[src/rtl/ps2_keyboard_rx.sv]
// PS/2 device-to-host receiver.
// Synchronises and deglitches the raw PS/2 clock and data lines, deframes
// 11-bit frames (start, 8 data bits LSB-first, odd parity, stop) and reports
// the last good byte together with a count of falling edges since the bus
// last went idle.
//
// Output protocol (no handshake): o_keyValid and o_frameErr are single-cycle
// pulses that are never high together. o_keyData and o_keyDataCnt are levels
// that hold between events, so the consumer may sample them in any cycle.
module ps2_keyboard_rx #(
  parameter int FILTER_LEN     = 8,
  parameter int TIMEOUT_CYCLES = 20000
) (
  input  logic       i_clk,
  input  logic       i_rst,
  input  logic       i_ps2Clk,
  input  logic       i_ps2Data,
  output logic [7:0] o_keyData,
  output logic [7:0] o_keyDataCnt,
  output logic       o_keyValid,
  output logic       o_frameErr
);

  localparam int FW = (FILTER_LEN > 2) ? $clog2(FILTER_LEN) : 1;
  localparam int TW = $clog2(TIMEOUT_CYCLES + 1);

  typedef enum logic [1:0] {
    IDLE   = 2'd0,
    DATA   = 2'd1,
    PARITY = 2'd2,
    STOP   = 2'd3
  } state_t;

  // Index 0 carries the PS/2 clock, index 1 carries the PS/2 data line.
  logic [1:0]    sync1;
  logic [1:0]    sync2;
  logic [1:0]    filt;
  logic [FW-1:0] run [2];
  logic          clk_prev;

  state_t        state, next_state;
  logic [7:0]    shift, next_shift;
  logic [2:0]    idx, next_idx;
  logic          par, next_par;
  logic [TW-1:0] tmo, next_tmo;
  logic [7:0]    next_key;
  logic [7:0]    next_cnt;
  logic          next_valid;
  logic          next_err;

  logic          fall;
  logic          bit_in;
  logic          tmo_hit;

  // Two-flop synchronisers, run-length filters and filtered-clock history.
  always_ff @(posedge i_clk) begin
    if (i_rst) begin
      sync1    <= 2'b11;
      sync2    <= 2'b11;
      filt     <= 2'b11;
      run[0]   <= '0;
      run[1]   <= '0;
      clk_prev <= 1'b1;
    end else begin
      sync1    <= {i_ps2Data, i_ps2Clk};
      sync2    <= sync1;
      clk_prev <= filt[0];
      for (int i = 0; i < 2; i++) begin
        if (sync2[i] != filt[i]) begin
          // Flip only once FILTER_LEN consecutive samples disagree.
          if (run[i] == FW'(FILTER_LEN - 1)) begin
            filt[i] <= sync2[i];
            run[i]  <= '0;
          end else begin
            run[i] <= run[i] + 1'b1;
          end
        end else begin
          run[i] <= '0;
        end
      end
    end
  end

  // The data bit belongs to the same cycle as the filtered clock falling edge.
  assign fall    = clk_prev & ~filt[0];
  assign bit_in  = filt[1];
  // The timeout fires exactly once, on the step into saturation, and an edge
  // in the same cycle takes priority over it.
  assign tmo_hit = ~fall && (tmo == TW'(TIMEOUT_CYCLES - 1));

  // Frame state, shift register, timeout counter and output registers.
  always_ff @(posedge i_clk) begin
    if (i_rst) begin
      state        <= IDLE;
      shift        <= '0;
      idx          <= '0;
      par          <= 1'b0;
      tmo          <= '0;
      o_keyData    <= '0;
      o_keyDataCnt <= '0;
      o_keyValid   <= 1'b0;
      o_frameErr   <= 1'b0;
    end else begin
      state        <= next_state;
      shift        <= next_shift;
      idx          <= next_idx;
      par          <= next_par;
      tmo          <= next_tmo;
      o_keyData    <= next_key;
      o_keyDataCnt <= next_cnt;
      o_keyValid   <= next_valid;
      o_frameErr   <= next_err;
    end
  end

  // Deframing decisions, edge counting and idle timeout.
  always_comb begin
    next_state = state;
    next_shift = shift;
    next_idx   = idx;
    next_par   = par;
    next_tmo   = tmo;
    next_key   = o_keyData;
    next_cnt   = o_keyDataCnt;
    next_valid = 1'b0;
    next_err   = 1'b0;

    if (fall) begin
      next_tmo = '0;
      if (o_keyDataCnt != 8'hFF) begin
        next_cnt = o_keyDataCnt + 8'd1;
      end
      unique case (state)
        IDLE: begin
          if (!bit_in) begin
            next_state = DATA;
            next_idx   = '0;
          end else begin
            next_err = 1'b1;
          end
        end
        DATA: begin
          next_shift = {bit_in, shift[7:1]};
          next_idx   = idx + 3'd1;
          if (idx == 3'd7) begin
            next_state = PARITY;
          end
        end
        PARITY: begin
          next_par   = bit_in;
          next_state = STOP;
        end
        STOP: begin
          if (bit_in && (^{shift, par})) begin
            next_key   = shift;
            next_valid = 1'b1;
          end else begin
            next_err = 1'b1;
          end
          next_state = IDLE;
        end
        default: next_state = IDLE;
      endcase
    end else begin
      if (tmo != TW'(TIMEOUT_CYCLES)) begin
        next_tmo = tmo + 1'b1;
      end
      if (tmo_hit) begin
        next_cnt   = '0;
        next_state = IDLE;
        next_err   = (state != IDLE);
      end
    end
  end

endmodule
[config.mk]
export PLATFORM = sky130hd
export DESIGN_NAME = ps2_keyboard_rx
export DESIGN_NICKNAME = d
export VERILOG_FILES = /design/src/rtl/ps2_keyboard_rx.sv
export SDC_FILE = /design/constraint.sdc
export NUM_CORES = 1
export LEC_CHECK = 0
export BUFFER_PORTS_ARGS = -buffer_cell sky130_fd_sc_hd__buf_2
export CORE_MARGIN = 3
export CORE_UTILIZATION = 50
export DETAILED_ROUTE_END_ITERATION = 10
export GPL_TIMING_DRIVEN = 0
export PLACE_DENSITY = 0.68
export SLEW_MARGIN = 20
export SYNTH_ARGS = -nofsm -noshare
export SYNTH_HDL_FRONTEND = slang
export SYNTH_SLANG_ARGS = --single-unit
[constraint.sdc]
create_clock -name i_clk -period 1.78 [get_ports i_clk]
set_input_delay 0.356 -clock i_clk [delete_from_list [all_inputs] [get_ports i_clk]]
set_output_delay 0.356 -clock i_clk [all_outputs]
set_load 0.02 [all_outputs]
==> results.ini <==
[routing]
vias_per_cell = 5.12
drtAntennaViolNets = 0
wl_mm = 5.21
drt_iter0_drc = 59
drc = 0
drt-pass1-iter-count = 4
wl_per_cell_um = 12.8
num_vias = 2078

[die]
pin_count = 22
die-area_sq_um = 6320
die-width_um = 79.5
num_rows = 26
dieHeight_um = 79.5
core_sq_um = 5170
initial_core_util = 0.522

[power]
pwr_density_cell_nw_per_um2 = 790
p_leak_nw = 1.32
max-vdd-ir-drop_mv = 0.578

[clock_network]
clockBufferDepth = 2
cts_hold_buf = 0
cts_buffers = 9
clk_root_buffer_cell = clkbuf_8
clk_pin_slew_ps = 60
cts_tree = built
cts.sink_count = 60
htreeDepth = 3
clkLatencyLatePin_ps = 330

[yosys]
synth.most_common_cell = dfxtp_1
ys_top_cells_by_area = dfxtp_1 (40%), edfxtp_1 (6.7%), ha_1 (6.5%)
synth_top_area_cell = dfxtp_1
synthTopCellsByCount = dfxtp_1 (54), nor2_1 (30), a21oi_1 (25)
synth_simple_gate_area_frac = 0.212
synth_seq_cells = 60
avgSynthCellArea_sq_um = 9.40
synth_area_sq_um = 2700
synth_mux_area_frac = 0.0491
synth_compound_area_frac = 0.0913
ys_warn_count = 0
synth.top_cell.area_share = 0.401
synthAdderAreaFrac = 0.0649
synth_xor_area_frac = 0.0793
synth_top_flop_cell = dfxtp_1
syn-instance-count = 287
async_reset_ff_frac = 0
synth_edf_count = 6
yosysSeqAreaShare = 0.467
synth.distinct_cells = 40
synth_top_family_by_area = simple AND/OR/NAND/NOR gates

[finish]
nFillCells = 442
antenna_cells = 0
area_growth_pct = 20.5
regArea_sq_um = 1270
fin_area_sq_um = 3250
finalNetCount = 349
final_cell_count_no_fill = 406
drive_gt1_frac = 0.202
multi_input_area_sq_um = 1450

[hold_path]
hold_start = i_ps2Clk
whs_path_depth = 2
hp-class = in -> reg
holdPathEnd = sync1[0]$_SDFF_PP1_

[sta]
final.setup.worst_slack_ps = -12.3
slew_viol_final = 0
fmax_mhz = 558
fin_tns_setup_ps = -36.6
post-route-period-util = 1.01
clock_skew_ps = 6.96
rsz0062_at_grt = true
relSlewSlack = 0.656
hold_viol = 0
tightest_slew_ps = 516
period_minus_slack_ps = 1790
finalSetupViolCount = 4

[global_route]
grt_max_degree = 11
grt_pass1_wl_mm = 8.92
grt_pass1_vias = 1996
grt_usage = 0.181
grt_overflow = 0
grt_antenna_before_repair = 0

[run]
maxCapViolations = 0

[critical_path]
startpoint_type = register
reg2reg_slack_ps = -10
cp.required_ps = 1970
end_kind = register
cp_max_fo = 4
rr_worst_depth = 6
critical_path_class = reg -> reg
critPathArrivalTime_ps = 1990
timing.rr.start = shift[0]$_SDFFE_PP0P_
timing.rr.end = o_keyData[0]$_SDFFE_PP0P_

[placed_design]
dp_hpwl_mm = 3.49
dp_cells = 382
io_buffer_count = 20
globalplace.congestion = 0.879
place_area_sq_um = 2910

[status]
violations = negative setup slack
status = finished, violations left

==> metrics by stage <==
step | util | hold WS [ps] | total power [mW] | setup WS, ps
floorplan | - | 389 | 1.47 | -5.11
global placement | 0.562 | 392 | 1.49 | -151
detailed placement | 0.562 | 394 | 1.49 | -178
CTS | 0.616 | 205 | 2.59 | -13.4
global route | 0.629 | 216 | 2.68 | -103
finish | 0.629 | 213 | 2.57 | -12.3
==> logic make-up after synthesis <==
logic type	count (synthesis)
simple gates	114
flops	60
compound gates	44
xor+xnor	21
buf+inv	21
fa+ha+maj	14
mux	12
other cells	1
==> registers in the layout (all words and copies together) (netlist names) <==
signal / cells
o_keyValid: 1
clk_prev: 1
o_keyData: 8
run: 6
filt: 2
state: 2
sync1: 2
par: 1
o_keyDataCnt: 8
idx: 3
sync2: 2
o_frameErr: 1
tmo: 15
shift: 8
==> critical path: stages (launching register included) <==
cell and delay (ps):
dfxtp_2 340, xnor2_2 160, xnor3_2 480, mux2i_4 290, buf_6 160, mux2i_1 170, nor2_1 60
==> cell type report <==
cell class / instances / area share
multi-input cells: 211 / 0.446
flip-flops and latches: 60 / 0.390
clock buffers: 15 / 0.0542
repair buffers: 28 / 0.0527
well taps: 70 / 0.0269
plain buffers: 10 / 0.0158
inverters: 11 / 0.0127
clock inverters: 1 / 0.00154
==> routing by layer <==
layer,vias up,global-route usage,part of all wire
li1,1080,-,-
met3,7,0.0406,0.023
met4,0,0.0773,0.014
met1,968,0.220,0.48
met5,-,0,0
met2,23,0.305,0.48
==> worst max-delay path by stage <==
stage | slack [ps] | end | start
floorplan | -5 | o_keyDataCnt[3]$_SDFFE_PP0P_ | o_keyDataCnt[0]$_SDFFE_PP0P_
global placement | -150 | state[0]$_SDFFE_PP0P_ | tmo[1]$_SDFFE_PP0P_
detailed placement | -180 | o_keyData[1]$_SDFFE_PP0P_ | shift[4]$_SDFFE_PP0P_
CTS | -10 | o_keyDataCnt[3]$_SDFFE_PP0P_ | o_keyDataCnt[0]$_SDFFE_PP0P_
global route | -100 | o_keyData[5]$_SDFFE_PP0P_ | shift[0]$_SDFFE_PP0P_
finish | -10 | o_keyData[0]$_SDFFE_PP0P_ | shift[0]$_SDFFE_PP0P_
==> where the power goes <==
group / internal [mW] / leakage (nW) / total [mW] / switching (mW)
clock: 0.619 / 0.0937 / 1.10 / 0.485
sequential: 1.38 / 0.501 / 1.40 / 0.0156
combinational: 0.0248 / 0.728 / 0.0683 / 0.0435
total: 2.03 / 1.32 / 2.57 / 0.544
==> placed cells by master (no fill, tap or decap), types with 6 or more instances in the layout <==
master	instances
clkbuf_1	11
o21ai_0	10
nand4_1	6
buf_2	20
edfxtp_1	6
nand2_1	21
clkbuf_8	13
nor2_1	30
xor2_1	10
dfxtp_2	6
ha_1	13
xnor2_1	7
nor3_1	7
nand3_1	15
mux2i_1	11
inv_1	11
conb_1	6
a21oi_1	23
dfxtp_1	48
buf_4	6
==> timing repair <==
action	4_1_cts	5_1_grt
setup buffers	5	3
resized for setup	13	12
setup endpoints to repair	18	17
hold endpoints to repair	0	0
pin swaps	4	4
No activity file was read; power rests on OpenSTA's default activity.
